[src/rtl/program_loader.sv]
// program_loader
//   Boot-time sequencer for the single-cycle RISC-V core. The core is held in
//   reset while a program image streams in over the UART receiver. Bytes are
//   packed into little-endian 32-bit words and written to instruction memory.
//   The host gets an ACK (0xAA) or a NAK (0xEE) over the UART transmitter.
//   After an accepted ACK the core reset is released.
//
//   Image format: 4-byte little-endian word count N, then N words of 4 bytes
//   each, also little-endian.
//
// Ports
//   clk        system clock, rising edge
//   rst        synchronous active-high reset
//   rx_valid   one-cycle strobe, rx_data holds a received byte
//   rx_data    received byte
//   tx_valid   tx_data is offered to the transmitter
//   tx_data    response byte (0xAA ack / 0xEE nak)
//   tx_ready   transmitter takes tx_data when tx_valid && tx_ready
//   imem_we    one-cycle instruction-memory write strobe
//   imem_addr  instruction-memory word address
//   imem_wdata instruction-memory write data
//   core_rst   core reset, high until the image is accepted
//   busy       image words are being received
//   done       core released and running
//   err        image rejected, sticky until rst
//
// state  | meaning
// S_LEN  | collecting the 4-byte word count
// S_DATA | collecting image words, one imem write per word
// S_ACK  | offering 0xAA, waiting for the transmitter
// S_NAK  | offering 0xEE, waiting for the transmitter
// S_RUN  | core released (terminal)
// S_ERR  | load rejected (terminal)

module program_loader #(
  parameter int ADDR_WIDTH = 12
) (
  input  logic                  clk,
  input  logic                  rst,
  input  logic                  rx_valid,
  input  logic [7:0]            rx_data,
  output logic                  tx_valid,
  output logic [7:0]            tx_data,
  input  logic                  tx_ready,
  output logic                  imem_we,
  output logic [ADDR_WIDTH-1:0] imem_addr,
  output logic [31:0]           imem_wdata,
  output logic                  core_rst,
  output logic                  busy,
  output logic                  done,
  output logic                  err
);

  typedef enum logic [2:0] {
    S_LEN,
    S_DATA,
    S_ACK,
    S_NAK,
    S_RUN,
    S_ERR
  } state_t;

  // Word counters need one extra bit so a full image (2**ADDR_WIDTH words)
  // is representable.
  localparam int          CW       = ADDR_WIDTH + 1;
  localparam logic [32:0] CAPACITY = 33'd1 << ADDR_WIDTH;
  localparam logic [7:0]  ACK_BYTE = 8'hAA;
  localparam logic [7:0]  NAK_BYTE = 8'hEE;

  state_t                  state, state_d;
  logic [1:0]              byte_cnt, byte_cnt_d;
  logic [CW-1:0]           word_cnt, word_cnt_d;
  logic [CW-1:0]           n_words, n_words_d;
  // Holds the three most recent bytes of the current field; the fourth byte
  // is combined directly from rx_data when it arrives.
  logic [23:0]             asm_reg, asm_reg_d;
  logic [31:0]             word_next;

  logic                    tx_valid_d;
  logic [7:0]              tx_data_d;
  logic                    imem_we_d;
  logic [ADDR_WIDTH-1:0]   imem_addr_d;
  logic [31:0]             imem_wdata_d;
  logic                    core_rst_d;
  logic                    busy_d;
  logic                    done_d;
  logic                    err_d;

  assign word_next = {rx_data, asm_reg};

  always_ff @(posedge clk) begin
    if (rst) begin
      state      <= S_LEN;
      byte_cnt   <= '0;
      word_cnt   <= '0;
      n_words    <= '0;
      asm_reg    <= '0;
      tx_valid   <= 1'b0;
      tx_data    <= '0;
      imem_we    <= 1'b0;
      imem_addr  <= '0;
      imem_wdata <= '0;
      core_rst   <= 1'b1;
      busy       <= 1'b0;
      done       <= 1'b0;
      err        <= 1'b0;
    end else begin
      state      <= state_d;
      byte_cnt   <= byte_cnt_d;
      word_cnt   <= word_cnt_d;
      n_words    <= n_words_d;
      asm_reg    <= asm_reg_d;
      tx_valid   <= tx_valid_d;
      tx_data    <= tx_data_d;
      imem_we    <= imem_we_d;
      imem_addr  <= imem_addr_d;
      imem_wdata <= imem_wdata_d;
      core_rst   <= core_rst_d;
      busy       <= busy_d;
      done       <= done_d;
      err        <= err_d;
    end
  end

  always_comb begin
    state_d      = state;
    byte_cnt_d   = byte_cnt;
    word_cnt_d   = word_cnt;
    n_words_d    = n_words;
    asm_reg_d    = asm_reg;
    tx_valid_d   = tx_valid;
    tx_data_d    = tx_data;
    imem_we_d    = 1'b0;
    imem_addr_d  = imem_addr;
    imem_wdata_d = imem_wdata;
    core_rst_d   = core_rst;
    busy_d       = busy;
    done_d       = done;
    err_d        = err;

    case (state)
      S_LEN: begin
        if (rx_valid) begin
          asm_reg_d  = word_next[31:8];
          byte_cnt_d = byte_cnt + 2'd1;
          if (byte_cnt == 2'd3) begin
            if (word_next == 32'd0) begin
              state_d    = S_ACK;
              tx_valid_d = 1'b1;
              tx_data_d  = ACK_BYTE;
            end else if ({1'b0, word_next} > CAPACITY) begin
              state_d    = S_NAK;
              tx_valid_d = 1'b1;
              tx_data_d  = NAK_BYTE;
            end else begin
              state_d   = S_DATA;
              n_words_d = word_next[CW-1:0];
              busy_d    = 1'b1;
            end
          end
        end
      end

      S_DATA: begin
        if (rx_valid) begin
          asm_reg_d  = word_next[31:8];
          byte_cnt_d = byte_cnt + 2'd1;
          if (byte_cnt == 2'd3) begin
            imem_we_d    = 1'b1;
            imem_addr_d  = word_cnt[ADDR_WIDTH-1:0];
            imem_wdata_d = word_next;
            word_cnt_d   = word_cnt + CW'(1);
            // Last word: the ACK goes out alongside the final write.
            if (word_cnt + CW'(1) == n_words) begin
              state_d    = S_ACK;
              tx_valid_d = 1'b1;
              tx_data_d  = ACK_BYTE;
            end
          end
        end
      end

      S_ACK: begin
        if (tx_ready) begin
          state_d    = S_RUN;
          tx_valid_d = 1'b0;
          core_rst_d = 1'b0;
          busy_d     = 1'b0;
          done_d     = 1'b1;
        end
      end

      S_NAK: begin
        if (tx_ready) begin
          state_d    = S_ERR;
          tx_valid_d = 1'b0;
          err_d      = 1'b1;
        end
      end

      default: begin
      end
    endcase
  end

endmodule

[config.mk]
export PLATFORM = sky130hd
export DESIGN_NAME = program_loader
export DESIGN_NICKNAME = d
export VERILOG_FILES = /design/src/rtl/program_loader.sv
export SDC_FILE = /design/constraint.sdc
export NUM_CORES = 1
export LEC_CHECK = 0
export CELL_PAD_IN_SITES_DETAIL_PLACEMENT = 0
export CELL_PAD_IN_SITES_GLOBAL_PLACEMENT = 1
export CORE_MARGIN = 10
export CORE_UTILIZATION = 42
export CTS_BUF_LIST = sky130_fd_sc_hd__clkbuf_16
export CTS_CLUSTER_SIZE = 25
export DETAILED_ROUTE_END_ITERATION = 8
export PLACE_DENSITY_LB_ADDON = 0.1
export SYNTH_ARGS = -nofsm -noshare
export SYNTH_HDL_FRONTEND = slang
export SYNTH_SLANG_ARGS = --single-unit
export TNS_END_PERCENT = 30
[constraint.sdc]
create_clock -name clk -period 3.3 [get_ports clk]
set_input_delay 0.66 -clock clk [delete_from_list [all_inputs] [get_ports clk]]
set_output_delay 0.66 -clock clk [all_outputs]
set_load 0.05 [all_outputs]
==> reports/metrics.yaml <==
yosys:
  synthXorXnorAreaFrac_pct: 5.33
  synthMuxAreaShare_pct: 0
  synthFlopType: "dfxtp_1"
  synth_compound_area_share_pct: 15.7
  synthSimpleGateAreaFrac_pct: 24.9
  yosys.area_share.adder_pct: 0.564
  syn-cell-area_mm2: 0.00444
  netlist_instances: 555
  yosysWarnings: 0
  synth-edff-count: 0
  synth-seq-cells: 107
  synth_top_family_by_area: "simple AND/OR/NAND/NOR gates"
  yosysSeqAreaShare_pct: 48.2
  yosysUniqueCellTypes: 47
  ys_async_sr_fraction_pct: 0
  syn-mean-instance-area_um2: 8.00
timing:
  rsz0062_at_grt: "false"
  clock.fmax_mhz: 400
  report.final.slew_viol_count: 0
  fin_crit_ns: 2.50
  worst_slew_pin_slew_ns: 0.607
  hold_violations: 0
  slew_headroom_pct: 59.6
  finalClockSkew_ns: 0.00629
  setup_violations: 0
  final.period_utilization_pct: 75.8
  fin_ws_ns: 0.799
  timing.setup.tns_ns: 0
critical_path:
  cpPeakStageDelay_ns: 0.47
  cp.required_ns: 3.54
  end_kind: "flop"
  start_kind: "input port"
  slowest_stage: "clkdlybuf4s50_1"
  path_delay_family: "simple AND/OR/NAND/NOR gates"
  cp_max_fo: 5
  critical_path_depth: 7
  crit_type: "in2reg"
  cp_num_buf_inv: 1
  arrival_ns: 2.74
  path_cells: "clkdlybuf4s50_1 > nor4_1 > nand4_1 > nor4_2 > nand2_1 > o41a_2 > o221a_1"
  rr_worst_depth: 8
status:
  status: "finished, final reports clean"
layout:
  fillers: 1016
  fin_nets: 613
  antenna_cells: 0
  synthToLayoutAreaGrowth_pct: 22.6
  drive_gt1_share_pct: 6.81
  final-seq-area_mm2: 0.00214
  layout_common_cells: "177 x nand2_1, 107 x dfxtp_1, 90 x a21oi_1"
  multi_input_area_mm2: 0.00208
  final_common_cell: "nand2_1"
  largest_reg_flops: 32
  fin_cells: 738
cts:
  htree_levels: 3
  clock-sinks: 107
  cts_setup_buffers: 0
  cts_buffers: 9
  clock_latency_ns: 0.35
  postCtsResizedCells: 0
  cts_tree: "done"
  root_buffer: "clkbuf_16"
  cts_buffer_depth: 2
  clk_pin_slew_ns: 0.07
  cts_hold_buf: 0
place:
  post-dp-hpwl_mm: 7.81
  placedCellCount: 724
  gp_congestion: 0.798
  place_ws_ns: 0.432
  portBuffers: 67
detailed_routing:
  dr.pass1.iters: 4
  drc: 0
  viasPerCell: 5.07
  route.vias.total: 3744
  ant_nets: 0
  routedWlPerCell_um: 14.8
  wl_mm: 11.0
  drtIter0Drc: 181
global_route:
  antenna_found_initial: 0
  grt_start_max_net_pins: 53
  first_global_vias: 3789
  grt_pass1_wl_mm: 18.3
  grt_use_total_pct: 15.0
  grt.overflow.total: 0
floorplanning:
  ioPinCount: 70
  die_area_mm2: 0.0151
  die_h_um: 123
  core_area_mm2: 0.0103
  initial_utilization_pct: 43.0
  std_cell_rows: 37
  die_x_um: 123
power:
  p_seq_share_pct: 52.6
  powerDensity_mw_per_mm2: 465
  clockPowerShare_pct: 42.0
  p_leak_nw: 1.84
  p_switching_mw: 0.589
  fin_total_pwr_mw: 2.53
  intPower_mw: 1.94
  peakVddDrop_mv: 0.335
  sw_frac_of_total_pct: 23.3
  pwr-share-comb_pct: 5.4
job:
  max-cap-violations: 0
min_path:
  hp-class: "reg2reg"
  holdPathStages: 2
-- logic make-up after synthesis --
group / Yosys count
simple gates: 251
compound gates: 118
flops: 107
buf+inv: 49
xor+xnor: 27
fa+ha+maj: 2
other cells: 1
-- cell usage after synthesis (2+ instances only) --
library cell  instances  area share [%]
nand2_1             177              15
dfxtp_1             107              48
a21oi_1              90              10
clkbuf_1             28             2.4
nor2_1               24             2.0
xor2_1               14             2.8
xnor2_1              13             2.6
buf_4                11             1.9
nor4_1                9             1.3
nand3_1               8            0.90
o21ai_0               8            0.90
nor3_1                6            0.68
buf_2                 5            0.56
inv_1                 5            0.42
nand4_1               5            0.70
or3_1                 5            0.70
a211oi_1              3            0.51
nand2_2               3            0.42
nor3b_1               3            0.51
and2b_1               2            0.34
ha_1                  2            0.56
or3b_2                2            0.39
-- worst reg2reg max path: cells and delay by family (launching register included) --
kind            cells  cell delay, ns
fa+ha+maj           1            0.31
simple gates        1            0.14
flops               1            0.45
compound gates      6            1.46
-- layer usage --
| layer | GRT usage (%) | wire, µm |
|---|---|---|
| met1 | 16.2 | 4490 |
| met2 | 27.8 | 5840 |
| met3 | 3.95 | 498 |
| met4 | 4.79 | 133 |
| met5 | 0 | 0 |
-- cell type report --
| cell class | count | share of cell area (%) |
|---|---|---|
| sequential | 107 | 39.3 |
| clock buffer | 9 | 4.14 |
| inverter | 5 | 0.345 |
| timing repair buffer | 76 | 13.7 |
| multi-input combinational | 400 | 38.2 |
| tap | 136 | 3.13 |
| clock inverter | 5 | 1.13 |
-- power by group through the flow --
stage          combinational (mW)  sequential (mW)  clock, mW
2_1_floorplan              0.0943             1.36          0
3_3_place_gp                0.138             1.36          0
3_5_place_dp                0.139             1.36          0
4_1_cts                     0.140             1.33       1.09
5_1_grt                     0.151             1.33       1.14
6_report                    0.137             1.33       1.06
-- stage by stage --
step                instance area (µm²)  hold WS [ns]  util (%)
floorplan                          4440         0.440         -
global placement                   5160         0.443      50.0
detailed placement                 5160         0.447      50.0
CTS                                5440         0.458      52.7
global route                       5440         0.476      52.7
finish                             5440         0.455      52.7
-- worst paths after layout --
path / start / end / slack [ns]
max: rx_data[7] / tx_valid$_SDFFE_PP0P_ / 0.80
min: imem_addr[3]$_SDFFE_PP0P_ / imem_addr[3]$_SDFFE_PP0P_ / 0.46
max reg2reg: word_cnt[0]$_SDFFE_PP0P_ / tx_data[6]$_SDFFE_PP0P_ / 0.84
min reg2reg: imem_addr[3]$_SDFFE_PP0P_ / imem_addr[3]$_SDFFE_PP0P_ / 0.46
Note: power is estimated with default switching activity, not from simulation.
